===== src/rtl/regfile_wb_arbiter_if.sv =====
// Writeback bus between the two result sources and the register-file write port.
// Handshake: a B result transfers on a clock edge where b_valid && b_ready; A has no backpressure.
interface regfile_wb_arbiter_if #(
  parameter int XLEN = 32
);
  logic            a_valid;
  logic [4:0]      a_rd;
  logic [XLEN-1:0] a_data;
  logic            b_valid;
  logic            b_ready;
  logic [4:0]      b_rd;
  logic [XLEN-1:0] b_data;
  logic            rf_we;
  logic [4:0]      rf_waddr;
  logic [XLEN-1:0] rf_wdata;

  modport master (
    output a_valid, a_rd, a_data, b_valid, b_rd, b_data,
    input  b_ready, rf_we, rf_waddr, rf_wdata
  );

  modport slave (
    input  a_valid, a_rd, a_data, b_valid, b_rd, b_data,
    output b_ready, rf_we, rf_waddr, rf_wdata
  );
endinterface


===== src/rtl/regfile_wb_arbiter.sv =====
// Register-file write-port arbiter: pipeline (A) over buffered MDU results (B), plus busy scoreboard.
// Optional macro WB_ARB_PERF_EN adds perf_hold_cycles / perf_bstall_cycles counters.
module regfile_wb_arbiter #(
  parameter int XLEN         = 32,
  parameter int REG_DEPTH    = 32,
  parameter int FIFO_DEPTH   = 2,
  parameter int STARVE_LIMIT = 4,
  localparam int CNT_W       = $clog2(FIFO_DEPTH + 1)
) (
  input  logic                 clk,
  input  logic                 rst_n,
  regfile_wb_arbiter_if.slave  wb,
  input  logic                 iss_valid,
  input  logic [4:0]           iss_rd,
  input  logic [4:0]           chk_rs1,
  input  logic [4:0]           chk_rs2,
  input  logic [4:0]           chk_rd,
  output logic                 hazard,
  output logic                 pipe_hold,
  output logic [CNT_W-1:0]     fifo_count
`ifdef WB_ARB_PERF_EN
  ,
  output logic [31:0]          perf_hold_cycles,
  output logic [31:0]          perf_bstall_cycles
`endif
);

  localparam int PTR_W = (FIFO_DEPTH > 1) ? $clog2(FIFO_DEPTH) : 1;
  localparam int SW    = $clog2(STARVE_LIMIT + 1);
  localparam logic [PTR_W-1:0] PTR_LAST = PTR_W'(FIFO_DEPTH - 1);

  logic [4:0]           fifo_rd   [FIFO_DEPTH];
  logic [XLEN-1:0]      fifo_data [FIFO_DEPTH];
  logic [PTR_W-1:0]     rd_ptr, wr_ptr;
  logic [SW-1:0]        starve_cnt, starve_nxt;
  logic [REG_DEPTH-1:0] busy, busy_nxt;
  logic                 rf_we_q, rf_from_b;
  logic [4:0]           rf_waddr_q;
  logic [XLEN-1:0]      rf_wdata_q;
  logic                 sel_a, fifo_ne, b_acc, pop, bypass, push;

  function automatic logic [PTR_W-1:0] ptr_inc(input logic [PTR_W-1:0] p);
    return (p == PTR_LAST) ? '0 : p + 1'b1;
  endfunction

  assign wb.b_ready = rst_n && (fifo_count < CNT_W'(FIFO_DEPTH));
  assign wb.rf_we    = rf_we_q;
  assign wb.rf_waddr = rf_waddr_q;
  assign wb.rf_wdata = rf_wdata_q;

  // Register-0 writes never win the port; B ones are swallowed without a FIFO slot.
  always_comb begin
    sel_a   = wb.a_valid && (wb.a_rd != 5'd0);
    fifo_ne = (fifo_count != '0);
    b_acc   = wb.b_valid && wb.b_ready;
    pop     = !sel_a && fifo_ne;
    bypass  = !sel_a && !fifo_ne && b_acc && (wb.b_rd != 5'd0);
    push    = b_acc && (wb.b_rd != 5'd0) && !bypass;
  end

  always_comb begin
    starve_nxt = starve_cnt;
    if (!fifo_ne || pop)
      starve_nxt = '0;
    else if (starve_cnt < SW'(STARVE_LIMIT))
      starve_nxt = starve_cnt + 1'b1;
  end

  // A retiring B write clears its bit; a same-cycle issue to that register re-sets it.
  always_comb begin
    busy_nxt = busy;
    if (rf_we_q && rf_from_b)
      busy_nxt[rf_waddr_q] = 1'b0;
    if (iss_valid && (iss_rd != 5'd0))
      busy_nxt[iss_rd] = 1'b1;
    busy_nxt[0] = 1'b0;
  end

  assign hazard = busy[chk_rs1] | busy[chk_rs2] | busy[chk_rd];

  always_ff @(posedge clk or negedge rst_n) begin
    if (!rst_n) begin
      rf_we_q    <= 1'b0;
      rf_from_b  <= 1'b0;
      rf_waddr_q <= '0;
      rf_wdata_q <= '0;
      rd_ptr     <= '0;
      wr_ptr     <= '0;
      fifo_count <= '0;
      starve_cnt <= '0;
      pipe_hold  <= 1'b0;
      busy       <= '0;
    end else begin
      rf_we_q   <= sel_a || pop || bypass;
      rf_from_b <= !sel_a && (pop || bypass);
      if (sel_a) begin
        rf_waddr_q <= wb.a_rd;
        rf_wdata_q <= wb.a_data;
      end else if (pop) begin
        rf_waddr_q <= fifo_rd[rd_ptr];
        rf_wdata_q <= fifo_data[rd_ptr];
      end else if (bypass) begin
        rf_waddr_q <= wb.b_rd;
        rf_wdata_q <= wb.b_data;
      end else begin
        rf_waddr_q <= '0;
        rf_wdata_q <= '0;
      end
      if (push) wr_ptr <= ptr_inc(wr_ptr);
      if (pop)  rd_ptr <= ptr_inc(rd_ptr);
      if (push && !pop)
        fifo_count <= fifo_count + 1'b1;
      else if (pop && !push)
        fifo_count <= fifo_count - 1'b1;
      starve_cnt <= starve_nxt;
      pipe_hold  <= (starve_nxt >= SW'(STARVE_LIMIT));
      busy       <= busy_nxt;
    end
  end

  always_ff @(posedge clk) begin
    if (push) begin
      fifo_rd[wr_ptr]   <= wb.b_rd;
      fifo_data[wr_ptr] <= wb.b_data;
    end
  end

`ifdef WB_ARB_PERF_EN
  always_ff @(posedge clk or negedge rst_n) begin
    if (!rst_n) begin
      perf_hold_cycles   <= '0;
      perf_bstall_cycles <= '0;
    end else begin
      if (pipe_hold)                    perf_hold_cycles   <= perf_hold_cycles + 1'b1;
      if (wb.b_valid && !wb.b_ready)    perf_bstall_cycles <= perf_bstall_cycles + 1'b1;
    end
  end
`endif

  // The pipeline owes a bubble in the cycle after it sees pipe_hold.
  hold_honoured: assert property (@(posedge clk) disable iff (!rst_n)
    $past(pipe_hold) |-> !wb.a_valid);

endmodule


===== src/flat_wrapper.sv =====
// flat-port wrapper written by rule: the top's interface ports become plain ports
module regfile_wb_arbiter_flat 
#(
  parameter int XLEN         = 32,
  parameter int REG_DEPTH    = 32,
  parameter int FIFO_DEPTH   = 2,
  parameter int STARVE_LIMIT = 4,
  localparam int CNT_W       = $clog2(FIFO_DEPTH + 1)
)
  (clk, rst_n, iss_valid, iss_rd, chk_rs1, chk_rs2, chk_rd, hazard, pipe_hold, fifo_count, wb_a_valid, wb_a_rd, wb_a_data, wb_b_valid, wb_b_rd, wb_b_data, wb_b_ready, wb_rf_we, wb_rf_waddr, wb_rf_wdata);
  regfile_wb_arbiter_if #(.XLEN(XLEN)) wb_i ();
  input  logic clk;
  input  logic rst_n;
  input  logic iss_valid;
  input  logic [4:0] iss_rd;
  input  logic [4:0] chk_rs1;
  input  logic [4:0] chk_rs2;
  input  logic [4:0] chk_rd;
  output logic hazard;
  output logic pipe_hold;
  output logic [CNT_W-1:0] fifo_count;
  input wire logic [$bits(wb_i.a_valid)-1:0] wb_a_valid;
  input wire logic [$bits(wb_i.a_rd)-1:0] wb_a_rd;
  input wire logic [$bits(wb_i.a_data)-1:0] wb_a_data;
  input wire logic [$bits(wb_i.b_valid)-1:0] wb_b_valid;
  input wire logic [$bits(wb_i.b_rd)-1:0] wb_b_rd;
  input wire logic [$bits(wb_i.b_data)-1:0] wb_b_data;
  output wire logic [$bits(wb_i.b_ready)-1:0] wb_b_ready;
  output wire logic [$bits(wb_i.rf_we)-1:0] wb_rf_we;
  output wire logic [$bits(wb_i.rf_waddr)-1:0] wb_rf_waddr;
  output wire logic [$bits(wb_i.rf_wdata)-1:0] wb_rf_wdata;
  assign wb_i.a_valid = wb_a_valid;
  assign wb_i.a_rd = wb_a_rd;
  assign wb_i.a_data = wb_a_data;
  assign wb_i.b_valid = wb_b_valid;
  assign wb_i.b_rd = wb_b_rd;
  assign wb_i.b_data = wb_b_data;
  assign wb_b_ready = wb_i.b_ready;
  assign wb_rf_we = wb_i.rf_we;
  assign wb_rf_waddr = wb_i.rf_waddr;
  assign wb_rf_wdata = wb_i.rf_wdata;
  regfile_wb_arbiter #(.XLEN(XLEN), .REG_DEPTH(REG_DEPTH), .FIFO_DEPTH(FIFO_DEPTH), .STARVE_LIMIT(STARVE_LIMIT)) u_core (.clk(clk), .rst_n(rst_n), .wb(wb_i), .iss_valid(iss_valid), .iss_rd(iss_rd), .chk_rs1(chk_rs1), .chk_rs2(chk_rs2), .chk_rd(chk_rd), .hazard(hazard), .pipe_hold(pipe_hold), .fifo_count(fifo_count));
endmodule

===== config.mk =====
export PLATFORM = sky130hd
export DESIGN_NAME = regfile_wb_arbiter_flat
export DESIGN_NICKNAME = d
export VERILOG_FILES = /design/src/rtl/regfile_wb_arbiter_if.sv /design/src/rtl/regfile_wb_arbiter.sv /design/src/flat_wrapper.sv
export SDC_FILE = /design/constraint.sdc
export NUM_CORES = 1
export LEC_CHECK = 0
export ABC_AREA = 1
export CAP_MARGIN = 20
export CORE_MARGIN = 2
export CORE_UTILIZATION = 50
export CTS_BUF_LIST = sky130_fd_sc_hd__clkbuf_8 sky130_fd_sc_hd__clkbuf_16
export CTS_CLUSTER_DIAMETER = 80
export DETAILED_ROUTE_END_ITERATION = 6
export HOLD_SLACK_MARGIN = 0.1
export PLACE_DENSITY = 0.84
export RECOVER_POWER = 50
export SYNTH_ARGS = -nofsm -noshare
export SYNTH_HDL_FRONTEND = slang
export SYNTH_SLANG_ARGS = --single-unit

===== constraint.sdc =====
create_clock -name clk -period 6.6 [get_ports clk]
set_input_delay 0.99 -clock clk [delete_from_list [all_inputs] [get_ports clk]]
set_output_delay 0.99 -clock clk [all_outputs]
set_load 0.01 [all_outputs]

== Word level (Yosys, flattened, before mapping) ==
Memories as Yosys holds them, arrays and structs flattened.
Index checks and enable logic that the tools add are counted.

* $add $sub $neg: 5
* Magnitude comparators: 10
* Mux-type cells: 26
* Bitwise gates (word level): 5
* Reductions and logical operators: 30

{| class="wikitable"
|+ Operator list
! cell !! count
|-
| 2-to-1 mux 32 bit || 5
|-
| AND 32 bit || 1
|-
| inverter 32 bit || 1
|-
| bitwise OR 32 bit || 1
|-
| less-than comparator 5 x 6 -> 1 bit (second input constant) || 5
|-
| logical AND 1 bit || 16
|-
| binary-select mux 1 bit (select 5 bit) || 3
|-
| 2-to-1 mux 5 bit || 3
|-
| nonzero test 5 bit || 3
|-
| demux 1 bit (select 5 bit) || 2
|-
| greater-or-equal comparator 5 x 1 -> 1 bit (second input constant) || 2
|-
| 2-to-1 mux 1 bit || 9
|-
| 2-to-1 mux 3 bit || 2
|-
| zero test 1 bit || 5
|-
| logical OR 1 bit || 4
|-
| 2-to-1 mux 2 bit || 2
|-
| nonzero test 2 bit || 2
|-
| adder 3 x 1 -> 3 bit (second input constant) || 1
|-
| greater-or-equal comparator 3 bit (second input constant) || 1
|-
| less-than comparator 3 bit (second input constant) || 1
|-
| adder 1 bit (second input constant) || 2
|-
| adder 2 x 1 -> 2 bit (second input constant) || 1
|-
| less-than comparator 2 bit (second input constant) || 1
|-
| bitwise OR 1 bit || 2
|-
| subtractor 2 x 1 -> 2 bit (second input constant) || 1
|}

* Bits in registers: 78
* Memory bits (writable): 74
* Input port bits: 99
* Output and inout bits: 43
* Word-level logic and storage cells: 88
* Memories kept: 2

{| class="wikitable"
|+ Memory list
! memory !! depth !! width !! rd ports !! clocked after Yosys merged registers in !! wr ports !! RTL line !! RTL
|-
| u_core.fifo_data || 2 || 32 || 1 || 0 || 1 || regfile_wb_arbiter.sv:33 || <nowiki>logic [XLEN-1:0] fifo_data [FIFO_DEPTH];</nowiki>
|-
| u_core.fifo_rd || 2 || 5 || 1 || 0 || 1 || regfile_wb_arbiter.sv:32 || <nowiki>logic [4:0] fifo_rd [FIFO_DEPTH];</nowiki>
|}

== Depth between registers and ports, before layout ==
Gate-level depths: netlist of run 1.

* Word-level depth: 12
* Mapped depth: 11
* Gate-level depth less buffers: 11

== Worst setup path after synthesis of run 1 ==
OpenSTA, ideal clock, no wires.

* Kind: input -> register
* Start: in wb_a_rd[3]
* End: mem u_core.fifo_data[1][0], enable pin
* Arrival: 2.983 ns
* Data required time: 6.167 ns
* Slack: 3.184 ns
* Stages: 6
* Path buffers: 0
* Path through: nor2_1 nand2_1 nand2_4 nand2_4 nand3_1 nor2_1

* Longest elaborated chain between the ends: 10

{| class="wikitable"
|+ RTL lines
! item !! RTL line !! RTL
|-
| start, declared || flat_wrapper.sv:23 || <nowiki>input wire logic [$bits(wb_i.a_rd)-1:0] wb_a_rd;</nowiki>
|-
| nonzero test 5 bit || regfile_wb_arbiter.sv:53 || <nowiki>sel_a = wb.a_valid && (wb.a_rd != 5'd0);</nowiki>
|-
| logical AND 1 bit || regfile_wb_arbiter.sv:53 ||
|-
| zero test 1 bit || regfile_wb_arbiter.sv:57 || <nowiki>bypass = !sel_a && !fifo_ne && b_acc && (wb.b_rd != 5'd0);</nowiki>
|-
| logical AND 1 bit (3 in series) || regfile_wb_arbiter.sv:57 ||
|-
| zero test 1 bit || regfile_wb_arbiter.sv:58 || <nowiki>push = b_acc && (wb.b_rd != 5'd0) && !bypass;</nowiki>
|-
| logical AND 1 bit || regfile_wb_arbiter.sv:58 ||
|-
| 2-to-1 mux 1 bit || regfile_wb_arbiter.sv:122 || <nowiki>if (push) begin</nowiki>
|-
| 2-to-1 mux 1 bit (implied by the code) || regfile_wb_arbiter.sv:124 || <nowiki>fifo_data[wr_ptr] <= wb.b_data;</nowiki>
|-
| end, declared || regfile_wb_arbiter.sv:33 ||
|}

Every way passes these cells.

== Worst setup path in the final report of run 1 ==
* Start: in rst_n
* End: out wb_b_ready

* Longest elaborated chain between the ends: 1

{| class="wikitable"
|+ RTL lines
! item !! RTL line !! RTL
|-
| start, declared || flat_wrapper.sv:13 || <nowiki>input logic rst_n;</nowiki>
|-
| logical AND 1 bit || regfile_wb_arbiter.sv:46 || <nowiki>assign wb.b_ready = rst_n && (fifo_count < CNT_W'(FIFO_DEPTH));</nowiki>
|-
| end, declared || flat_wrapper.sv:28 || <nowiki>output wire logic [$bits(wb_i.b_ready)-1:0] wb_b_ready;</nowiki>
|}

Every way passes these cells.

==> load_flow_metrics.sql, run 1 <==
INSERT INTO impl_metrics (metric_group, metric, value, unit) VALUES
('run_status', 'outcome', 'complete, but fails checks', ''),
('run_status', 'violations', 'capacitance limit, slew limit', ''),
('power_and_ir_drop', 'comb_power_share', '29.5', '%'),
('global_route', 'grt_start_max_net_pins', '45', ''),
('power_and_ir_drop', 'p_leak', '3.729', 'nW'),
('floorplan', 'core_area', '13930', 'µm²'),
('clocking', 'clk_root_buffer_cell', 'clkbuf_16', ''),
('clocking', 'tritoncts', 'built', ''),
('route', 'dr_total_vias', '5944', ''),
('synthesis', 'async_flop_share', '50.99', '%'),
('floorplan', 'num_rows', '43', ''),
('route', 'drc', '0', ''),
('clocking', 'cts_setup_buffers', '0', ''),
('global_route', 'grt_first_pass_wirelength', '29.64', 'mm'),
('sta', 'final_max_slew_viol_count', '82', ''),
('final_layout', 'layout.cells.non_filler', '1064', ''),
('sta', 'max_freq', '236.3', 'MHz'),
('power_and_ir_drop', 'vdd_ir_drop_max', '179.9', 'µV'),
('synthesis', 'synth.distinct_cells', '30', ''),
('global_route', 'grt_antenna_before_repair', '4', ''),
('power_and_ir_drop', 'p_switching', '1.145', 'mW'),
('worst_setup_path', 'path_max_fanout', '36', ''),
('power_and_ir_drop', 'p_total', '3.393', 'mW'),
('synthesis', 'mappedNetlistArea', '7137', 'µm²'),
('route', 'dr.first_iter.drc_count', '434', ''),
('power_and_ir_drop', 'power_per_cell_area', '367.3', 'nW/µm²'),
('final_layout', 'flow.area_growth_from_synthesis', '29.42', '%'),
('worst_setup_path', 'critical_path.startpoint_type', 'input pin', ''),
('synthesis', 'synth_fp_nets', '835', ''),
('route', 'detail-route-antenna-nets', '0', ''),
('synthesis', 'most_instantiated_library_cell_after_synthesis', 'nand2_1', ''),
('final_layout', 'fin_nets', '969', ''),
('synthesis', 'yosysWarnings', '0', ''),
('clocking', 'cts_buffer_depth', '2', ''),
('clocking', 'cts_repair_resize_count', '0', ''),
('global_route', 'grtUsageTotal', '26.26', '%'),
('placed_design', 'weighted_congestion_at_the_end_of_routability_driven_global_placement', '0.9614', ''),
('min_path', 'min_path_type', 'reg -> reg', ''),
('route', 'routed_via_density', '5.586', ''),
('floorplan', 'die_x', '123.5', 'µm'),
('synthesis', 'synth-edff-count', '74', ''),
('synthesis', 'yosysTopAreaCellShare', '31.14', '%'),
('clocking', 'clkTransAtPathRegs', '60', 'ps'),
('floorplan', 'die_h', '123.5', 'µm'),
('global_route', 'globalRouteOverflowTotal', '0', ''),
('clocking', 'clock_sink_count', '151', ''),
('sta', 'worstMarginPinSlew', '2339', 'ps'),
('job', 'drv.max_cap_violation_count', '2', ''),
('power_and_ir_drop', 'p_clk_share', '28.9', '%'),
('power_and_ir_drop', 'power.internal', '2.248', 'mW'),
('placed_design', 'port_buffers', '141', ''),
('worst_setup_path', 'setup.worst_path.class', 'in -> out', ''),
('worst_setup_path', 'timing.critical_path.arrival', '3240', 'ps'),
('floorplan', 'ios', '142', ''),
('clocking', 'cts_buffer_count', '17', ''),
('sta', 'time_the_worst_path_needs_with_i_o_delays_and_setup', '4233', 'ps'),
('sta', 'unrepaired_setup_endpoints_after_global_routing', 'no', ''),
('synthesis', 'most_common_flop_cell_mapped_by_yosys', 'dfrtp_1', ''),
('sta', 'slew-limit-headroom', '-55.96', '%'),
('synthesis', 'post_synth_inst_count', '734', ''),
('synthesis', 'synth_top_cell_by_area', 'edfxtp_1', ''),
('floorplan', 'die-area', '15240', 'µm²'),
('worst_setup_path', 'setup.worst_path.end_class', 'output pin', ''),
('power_and_ir_drop', 'share_seq_of_total_power', '41.6', '%'),
('route', 'routed_wire_length_per_instance', '17.97', 'µm'),
('sta', 'finalClockSkew', '10.15', 'ps'),
('worst_setup_path', 'crit_required', '5610', 'ps'),
('sta', 'fin_setup_tns', '0', 'ps'),
('sta', 'finalHoldViolations', '0', ''),
('synthesis', 'ys_seq_elements', '151', ''),
('placed_design', 'dp.cells', '1027', '');
registers in the layout, summed over array words and instances, names as in the netlist:
| name | flops |
|---|---|
| u_core.wb.rf_wdata | 32 |
| u_core.fifo_count | 2 |
| u_core.starve_cnt | 2 |
| u_core.fifo_rd | 10 |
| u_core.wb.rf_waddr | 5 |
| u_core.rd_ptr | 1 |
| u_core.fifo_data | 64 |
| u_core.pipe_hold | 1 |
| u_core.rf_from_b | 1 |
| u_core.wb.rf_we | 1 |
| u_core.busy | 31 |
| u_core.wr_ptr | 1 |
final cells by class:
class                      instances  area (µm²)
inverter                          44       165.2
sequential                       151        4149
clock inverter                    14       173.9
fill                            1059        4698
timing repair buffer             146        1464
clock buffer                      17       425.4
antenna                            4       10.01
multi-input combinational        508        2624
tap                              180       225.2
critical path, cell delays in order:
cell and delay (ps):
clkbuf_1 1440, inv_1 90, nor2_1 150, clkdlybuf4s50_1 540
logic make-up (layout without fill, tap and decap cells):
family	count (synthesis)	count (layout)	synth area share (%)
AOI/OAI and AO/OA	142	142	12.71
xor gates and xnor gates	4	4	0.4910
adders and majority gates	2	2	0.3506
buffers and inverters	75	221	5.312
DFF	151	151	58.13
other	0	4	0
and+or+nand+nor	360	360	23.00
power groups by stage:
stage,Sequential [mW],Combinational [mW],Clock (mW)
after CTS,1.40,0.993,0.990
final,1.41,1.00,0.981
after floorplan,1.38,0.567,0
after global placement,1.42,0.964,0
after global routing,1.43,1.11,1.03
after detailed placement,1.42,0.982,0
cell usage in the layout, fill, tap and decap left out, drive strengths merged, types with 7 or more instances in the layout:
cell type      Yosys  layout
nand2            203     203
o21ai            102     102
clkdlybuf4s50      0     101
nand3             99      99
dfrtp             77      77
edfxtp            74      74
inv               44      48
dlygate4sd3        0      39
o211ai            37      37
or2               37      37
clkbuf             8      19
nor2              18      18
clkinv             0       7
final timing paths:
path,startpoint,to,slack [ps],cells past startpoint
worst min-delay path,u_core.busy[5],u_core.busy[5],520,2
min in group asynchronous,rst_n,u_core.wb.rf_wdata[11],1150,1
worst min register to register,u_core.busy[5],u_core.busy[5],520,2
worst max-delay path,rst_n,wb_b_ready,2370,4
worst max register to register,u_core.fifo_count[1],u_core.fifo_data[0][15],4570,5
max in group asynchronous,rst_n,u_core.wb.rf_wdata[20],2390,2
through the flow:
stage                     setup slack, ps  instance area, µm²  hold WS (ps)
after floorplan                      3184                7137         473.7
after global placement               2484                8594         490.3
after detailed placement             2438                8594         504.5
after CTS                            2432                9194         518.5
after global routing                 1635                9234         560.4
final                                2367                9236         519.6
layer usage:
metal | part of all wire [%] | GRT usage, %
met5 | 0 | 0
met4 | 3.2 | 12.22
met3 | 8.0 | 7.242
met2 | 49 | 42.03
met1 | 40 | 33.20
No activity file was read; power rests on OpenSTA's default activity.
==> run 2: changes to the inputs <==
--- a/config.mk
+++ b/config.mk
@@ -8,12 +8,12 @@
 export ABC_AREA = 1
 export CAP_MARGIN = 20
 export CORE_MARGIN = 2
-export CORE_UTILIZATION = 50
+export CORE_UTILIZATION = 47
 export CTS_BUF_LIST = sky130_fd_sc_hd__clkbuf_8 sky130_fd_sc_hd__clkbuf_16
 export CTS_CLUSTER_DIAMETER = 80
 export DETAILED_ROUTE_END_ITERATION = 6
 export HOLD_SLACK_MARGIN = 0.1
-export PLACE_DENSITY = 0.84
+export PLACE_DENSITY = 0.83
 export RECOVER_POWER = 50
 export SYNTH_ARGS = -nofsm -noshare
 export SYNTH_HDL_FRONTEND = slang
==> constraint.sdc (replaced) <==
create_clock -name clk -period 3.5 [get_ports clk]
set_input_delay 0.525 -clock clk [delete_from_list [all_inputs] [get_ports clk]]
set_output_delay 0.525 -clock clk [all_outputs]
set_load 0.01 [all_outputs]
==> load_flow_metrics.sql, run 2 (synthesis results as in run 1) <==
INSERT INTO impl_metrics (metric_group, metric, value, unit) VALUES
('final_layout', 'fillerInstances', '1216', ''),
('floorplan', 'core_area', '15030', 'µm²'),
('power_and_ir_drop', 'p_clk_share', '28.6', '%'),
('min_path', 'holdPathStages', '2', ''),
('sta', 'worstMarginPinSlew', '1108', 'ps'),
('sta', 'time_the_worst_path_needs_with_i_o_delays_and_setup', '3062', 'ps'),
('floorplan', 'initial_standard_cell_utilization_of_the_core', '47.47', '%'),
('power_and_ir_drop', 'vdd_ir_drop_max', '381.9', 'µV'),
('power_and_ir_drop', 'switching_share', '34.95', '%'),
('global_route', 'number_of_global_route_vias_before_repair', '5763', ''),
('clocking', 'clk_root_buffer_cell', 'clkbuf_16', ''),
('final_layout', 'number_of_flip_flops_in_the_largest_register', '64', ''),
('power_and_ir_drop', 'p_total', '6.356', 'mW'),
('placed_design', 'hpwlAfterDp', '12.76', 'mm'),
('power_and_ir_drop', 'share_seq_of_total_power', '42.0', '%'),
('clocking', 'cts_repair_resize_count', '0', ''),
('route', 'dr.first_iter.drc_count', '443', ''),
('sta', 'finalClockSkew', '9.462', 'ps'),
('clocking', 'clkTransAtPathRegs', '70', 'ps'),
('run_status', 'outcome', 'completed', ''),
('final_layout', 'fin_area', '9266', 'µm²'),
('worst_setup_path', 'worst_setup_path_startpoint', 'chk_rs2[0]', ''),
('route', 'detail-route-antenna-nets', '0', ''),
('floorplan', 'ios', '142', ''),
('global_route', 'grt_first_pass_wirelength', '29.64', 'mm'),
('floorplan', 'die_x', '127.2', 'µm'),
('worst_setup_path', 'crit_required', '2970', 'ps'),
('route', 'dr_total_vias', '5834', ''),
('sta', 'finalHoldViolations', '0', ''),
('final_layout', 'final_common_cell', 'nand2_1', ''),
('min_path', 'min_path_type', 'reg -> reg', ''),
('sta', 'final_max_slew_viol_count', '0', ''),
('placed_design', 'port_buffers', '141', ''),
('sta', 'layout_worst_path_cycle_share', '87.47', '%'),
('worst_setup_path', 'slowest_cell_delay_on_critical_path', '670', 'ps'),
('power_and_ir_drop', 'p_leak', '3.753', 'nW'),
('power_and_ir_drop', 'comb_power_share', '29.3', '%'),
('worst_setup_path', 'critical-path-slowest-cell', 'clkdlybuf4s50_1', ''),
('power_and_ir_drop', 'power_per_cell_area', '685.9', 'nW/µm²'),
('clocking', 'clock_sink_count', '151', ''),
('worst_setup_path', 'sequence_of_cells_on_the_critical_path', 'clkdlybuf4s50_1, buf_4, nand2_1, nand3_1, nand3_1, nand2_1, nand2_1, nand3_1, nand2_1, nand3_1, clkdlybuf4s50_1', ''),
('route', 'drc', '0', ''),
('final_layout', 'drive_gt1_share', '11.63', '%'),
('power_and_ir_drop', 'p_switching', '2.221', 'mW'),
('worst_setup_path', 'timing.critical_path.arrival', '2540', 'ps'),
('sta', 'max_freq', '326.6', 'MHz'),
('sta', 'slew-limit-headroom', '26.11', '%'),
('global_route', 'globalRouteOverflowTotal', '0', ''),
('route', 'routed_wire_length_per_instance', '17.55', 'µm'),
('worst_setup_path', 'setup.worst_path.class', 'in -> out', ''),
('floorplan', 'die-area', '16190', 'µm²'),
('final_layout', 'area_of_the_multi_input_gates', '2621', 'µm²'),
('min_path', 'worstHoldStart', 'u_core.busy[7]', ''),
('worst_setup_path', 'reg2reg_setup_slack', '1390', 'ps'),
('route', 'drt_first_pass_iters', '7', ''),
('worst_setup_path', 'timing.rr.start', 'u_core.fifo_count[1]', ''),
('worst_setup_path', 'critical_path.reg2reg.endpoint', 'u_core.wb.rf_waddr[1]', ''),
('route', 'routed_via_density', '5.412', ''),
('final_layout', 'sequential_cell_area', '4149', 'µm²'),
('global_route', 'grt_start_max_net_pins', '69', ''),
('placed_design', 'dpl-instance-area', '8662', 'µm²'),
('sta', 'fin_setup_tns', '0', 'ps'),
('sta', 'final-setup-viol-count', '0', ''),
('final_layout', 'share_of_the_core_filled_with_cells_in_the_final_layout', '61.64', '%'),
('clocking', 'insertion_delay', '420', 'ps'),
('final_layout', 'fin_nets', '974', ''),
('global_route', 'grt_antenna_before_repair', '5', ''),
('clocking', 'h_tree_levels', '4', ''),
('route', 'detail_route.wirelength', '18.92', 'mm'),
('floorplan', 'die_h', '127.2', 'µm'),
('clocking', 'cts_buffer_depth', '2', ''),
('worst_setup_path', 'path_max_fanout', '10', ''),
('clocking', 'tritoncts', 'built', ''),
('clocking', 'cts_buffer_count', '17', ''),
('floorplan', 'num_rows', '45', ''),
('worst_setup_path', 'critical_path.startpoint_type', 'input pin', ''),
('placed_design', 'weighted_congestion_at_the_end_of_routability_driven_global_placement', '0.9332', ''),
('global_route', 'grtUsageTotal', '24.03', '%'),
('min_path', 'min_to', 'u_core.busy[7]', ''),
('power_and_ir_drop', 'power.internal', '4.135', 'mW'),
('clocking', 'cts_setup_buffers', '0', ''),
('final_layout', 'largest_register', 'u_core.fifo_data', ''),
('final_layout', 'top_library_cells_by_usage_in_the_layout_fill_and_taps_aside', 'nand2_1 (190), o21ai_0 (101), nand3_1 (99), clkdlybuf4s50_1 (98), dfrtp_1 (77)', ''),
('worst_setup_path', 'rr_worst_depth', '5', ''),
('final_layout', 'flow.area_growth_from_synthesis', '29.84', '%'),
('worst_setup_path', 'setup.worst_path.end_class', 'output pin', ''),
('sta', 'unrepaired_setup_endpoints_after_global_routing', 'no', ''),
('job', 'drv.max_cap_violation_count', '0', '');
-- run 2: changes by cell type in the layout (fill, tap and decap cells not counted) --
cell and change:
nand2_1 +1, clkbuf_1 -1, clkinv_2 -2, clkbuf_8 +1
clkinv_4 -2, buf_4 +5, nand2_2 -1, buf_12 -1
inv_8 +6, clkdlybuf4s50_1 -3, bufinv_16 -2, dlygate4sd3_1 +4
clkbuf_2 +1
-- run 2: routing by layer --
metal | global-route usage (%) | share of wire (%) | vias up
met5 | 0 | 0.069 | -
met4 | 10.41 | 3.8 | 2
met1 | 29.78 | 39 | 2734
met3 | 7.412 | 8.5 | 54
li1 | - | - | 2806
met2 | 39.18 | 48 | 238
-- run 2: worst max-delay path by stage --
stage / cells after the start / slack [ps] / endpoint
global route: 11 / 270 / hazard
finish: 11 / 440 / hazard
floorplan: 6 / 550 / u_core.fifo_data[1][0]
global placement: 11 / 440 / hazard
CTS: 11 / 420 / hazard
detailed placement: 11 / 420 / hazard
-- run 2: layout make-up --
| type | count | share of cell area, % |
|---|---|---|
| sequential | 151 | 44.77 |
| multi-input combinational | 508 | 28.29 |
| timing repair buffer | 151 | 16.11 |
| clock buffer | 18 | 4.739 |
| tap | 188 | 2.538 |
| inverter | 44 | 1.782 |
| clock inverter | 14 | 1.661 |
| antenna | 4 | 0.1080 |
-- run 2: critical path, delay by kind of cell --
| kind | cells | cell delay [ps] |
|---|---|---|
| and+or+nand+nor | 8 | 570 |
| buffers and inverters | 3 | 1430 |
-- run 2: power groups by stage --
stage               logic (mW)  registers (mW)  clock network, mW
floorplan                 1.07            2.60                  0
global placement          1.84            2.68                  0
detailed placement        1.88            2.68                  0
CTS                       1.90            2.66               1.84
global route              2.08            2.70               1.92
finish                    1.87            2.67               1.82
-- run 2: stage by stage --
stage               std cells  hold slack, ps  setup WS, ps
floorplan                 734           229.4         549.1
global placement         1041           383.7         444.4
detailed placement       1041           384.4         424.3
CTS                      1074           477.9         422.9
global route             1077           559.1         270.7
finish                   1078           520.1         438.5
-- run 2: what timing repair did --
action	CTS	global route
hold endpoints to repair	9	0
endpoints found under the setup margin	0	0
hold buffers	1	0
==> run 3: changes to the inputs <==
--- a/config.mk
+++ b/config.mk
@@ -8,12 +8,12 @@
 export ABC_AREA = 1
 export CAP_MARGIN = 20
 export CORE_MARGIN = 2
-export CORE_UTILIZATION = 47
+export CORE_UTILIZATION = 50
 export CTS_BUF_LIST = sky130_fd_sc_hd__clkbuf_8 sky130_fd_sc_hd__clkbuf_16
 export CTS_CLUSTER_DIAMETER = 80
 export DETAILED_ROUTE_END_ITERATION = 6
 export HOLD_SLACK_MARGIN = 0.1
-export PLACE_DENSITY = 0.83
+export PLACE_DENSITY = 0.84
 export RECOVER_POWER = 50
 export SYNTH_ARGS = -nofsm -noshare
 export SYNTH_HDL_FRONTEND = slang
==> constraint.sdc (replaced) <==
create_clock -name clk -period 3.25 [get_ports clk]
set_input_delay 0.4875 -clock clk [delete_from_list [all_inputs] [get_ports clk]]
set_output_delay 0.4875 -clock clk [all_outputs]
set_load 0.01 [all_outputs]
==> load_flow_metrics.sql, run 3 (synthesis results as in run 1) <==
INSERT INTO impl_metrics (metric_group, metric, value, unit) VALUES
('route', 'dr.first_iter.drc_count', '472', ''),
('route', 'drc', '0', ''),
('clocking', 'cts_repair_resize_count', '0', ''),
('global_route', 'grt_use_met3', '5.950', '%'),
('final_layout', 'drive_gt1_share', '11.92', '%'),
('clocking', 'cts_setup_buffers', '0', ''),
('sta', 'fin_setup_tns', '0', 'ps'),
('route', 'routed_via_density', '5.578', ''),
('sta', 'time_the_worst_path_needs_with_i_o_delays_and_setup', '2951', 'ps'),
('worst_setup_path', 'setup.worst_path.end_class', 'output pin', ''),
('final_layout', 'fin_nets', '977', ''),
('clocking', 'h_tree_levels', '4', ''),
('clocking', 'clock_sink_count', '151', ''),
('final_layout', 'sequential_cell_area', '4149', 'µm²'),
('floorplan', 'initial_standard_cell_utilization_of_the_core', '51.22', '%'),
('final_layout', 'final_common_cell', 'nand2_1', ''),
('min_path', 'min_path_type', 'reg -> reg', ''),
('sta', 'finalHoldViolations', '0', ''),
('placed_design', 'port_buffers', '141', ''),
('route', 'detail-route-antenna-nets', '0', ''),
('sta', 'finalClockSkew', '11.28', 'ps'),
('power_and_ir_drop', 'power_per_cell_area', '739.8', 'nW/µm²'),
('global_route', 'number_of_global_route_vias_before_repair', '5717', ''),
('clocking', 'clkTransAtPathRegs', '60', 'ps'),
('sta', 'max_freq', '338.9', 'MHz'),
('floorplan', 'die-area', '15240', 'µm²'),
('final_layout', 'fin_area', '9271', 'µm²'),
('final_layout', 'number_of_flip_flops_in_the_largest_register', '64', ''),
('route', 'detail_route.wirelength', '19.29', 'mm'),
('run_status', 'outcome', 'complete, but fails checks', ''),
('final_layout', 'top_library_cells_by_usage_in_the_layout_fill_and_taps_aside', 'nand2_1 (190), o21ai_0 (101), nand3_1 (99), clkdlybuf4s50_1 (89), dfrtp_1 (77)', ''),
('worst_setup_path', 'path_max_fanout', '15', ''),
('sta', 'final-setup-viol-count', '0', ''),
('global_route', 'globalRouteMet1Util', '34.30', '%'),
('global_route', 'grt.met2_usage', '44.02', '%'),
('global_route', 'grt_first_pass_wirelength', '30.05', 'mm'),
('final_layout', 'fillerInstances', '1035', ''),
('floorplan', 'num_rows', '43', ''),
('clocking', 'tritoncts', 'built', ''),
('clocking', 'post_cts_hold_buffer_count', '1', ''),
('sta', 'unrepaired_setup_endpoints_after_global_routing', 'no', ''),
('clocking', 'cts_buffer_count', '17', ''),
('placed_design', 'weighted_congestion_at_the_end_of_routability_driven_global_placement', '0.9431', ''),
('final_layout', 'flow.area_growth_from_synthesis', '29.91', '%'),
('final_layout', 'area_of_the_multi_input_gates', '2621', 'µm²'),
('global_route', 'globalRouteOverflowTotal', '0', ''),
('floorplan', 'die_h', '123.5', 'µm'),
('power_and_ir_drop', 'p_leak', '3.770', 'nW'),
('power_and_ir_drop', 'vdd_ir_drop_max', '350.3', 'µV'),
('sta', 'final_max_slew_viol_count', '69', ''),
('global_route', 'grtUsageTotal', '26.40', '%'),
('worst_setup_path', 'crit_required', '2760', 'ps'),
('sta', 'slew-limit-headroom', '-3.501', '%'),
('worst_setup_path', 'critical_path.startpoint_type', 'input pin', ''),
('sta', 'layout_worst_path_cycle_share', '90.80', '%'),
('worst_setup_path', 'setup.worst_path.class', 'in -> out', ''),
('placed_design', 'hpwlAfterDp', '12.97', 'mm'),
('clocking', 'clk_root_buffer_cell', 'clkbuf_16', ''),
('floorplan', 'die_x', '123.5', 'µm'),
('global_route', 'grt_antenna_before_repair', '1', ''),
('route', 'dr_total_vias', '5974', ''),
('placed_design', 'dpl-instance-area', '8675', 'µm²'),
('run_status', 'violations', 'capacitance limit, slew limit', ''),
('job', 'drv.max_cap_violation_count', '1', ''),
('clocking', 'insertion_delay', '420', 'ps'),
('sta', 'worstMarginPinSlew', '1553', 'ps'),
('clocking', 'cts_buffer_depth', '2', ''),
('route', 'routed_wire_length_per_instance', '18.01', 'µm'),
('route', 'drt_first_pass_iters', '5', ''),
('global_route', 'grt_busiest_layer', 'met2', ''),
('worst_setup_path', 'timing.critical_path.arrival', '2460', 'ps'),
('global_route', 'grt_start_max_net_pins', '69', ''),
('floorplan', 'core_area', '13930', 'µm²'),
('floorplan', 'ios', '142', ''),
('final_layout', 'largest_register', 'u_core.fifo_data', ''),
('worst_setup_path', 'reg2reg_setup_slack', '1070', 'ps');
run 3: cell count changes in the layout (fill, tap and decap cells not counted), moves of 2 or more:
cell	previous run	this run
clkdlybuf4s50_1	98	89
dlygate4sd3_1	43	52
inv_8	6	2
buf_4	7	9
clkinvlp_4	0	2
diode_2	4	2
run 3: power by group:
group | total [mW] | internal (mW) | switching, mW
Clock | 1.98 | 1.15 | 0.828
Sequential | 2.87 | 2.47 | 0.395
Combinational | 2.02 | 0.860 | 1.16
Total | 6.86 | 4.48 | 2.38
run 3: final cells by class:
class                      count  area share (%)
sequential                   151           44.75
multi-input combinational    508           28.27
timing repair buffer         154           16.32
clock buffer                  17           4.588
tap                          180           2.429
clock inverter                15           1.808
inverter                      44           1.781
antenna                        2         0.05398
run 3: per-layer routing:
metal	share of wire [%]	vias up
met5	0	-
met4	2.2	0
met3	8.0	35
met2	50	289
met1	40	2843
li1	-	2807
run 3: worst max-delay path, stage by stage:
cell             delay (ps)
clkdlybuf4s50_1         690
inv_2                   200
nand2_1                 110
nand3_1                  60
nand3_1                  90
nand3_1                  80
nand3_1                  90
nand2_1                  60
nand3_1                  70
clkdlybuf4s50_1         530
run 3: stage by stage:
stage / util [%] / hold WS (ps) / std cells / worst slack (ps) / total power [mW]
4_1_cts: 66.58 / 513.6 / 1069 / 317.5 / 6.898
5_1_grt: 66.50 / 531.4 / 1069 / 99.65 / 7.203
3_3_place_gp: 62.25 / 334.7 / 1036 / 350.2 / 4.854
3_5_place_dp: 62.25 / 338.5 / 1036 / 320.1 / 4.905
2_1_floorplan: - / 191.9 / 734 / 336.6 / 3.956
6_report: 66.54 / 521.2 / 1071 / 298.9 / 6.859
run 3: worst paths after layout:
path / endpoint / depth (start not counted) / start
setup / recovery: hazard / 10 / chk_rs2[0]
hold / removal: u_core.busy[5] / 2 / u_core.busy[5]
setup reg to reg: u_core.wb.rf_waddr[1] / 5 / u_core.fifo_count[1]
hold reg to reg: u_core.busy[5] / 2 / u_core.busy[5]
max in group asynchronous: u_core.busy[15] / 3 / rst_n
min in group asynchronous: u_core.fifo_count[0] / 2 / rst_n
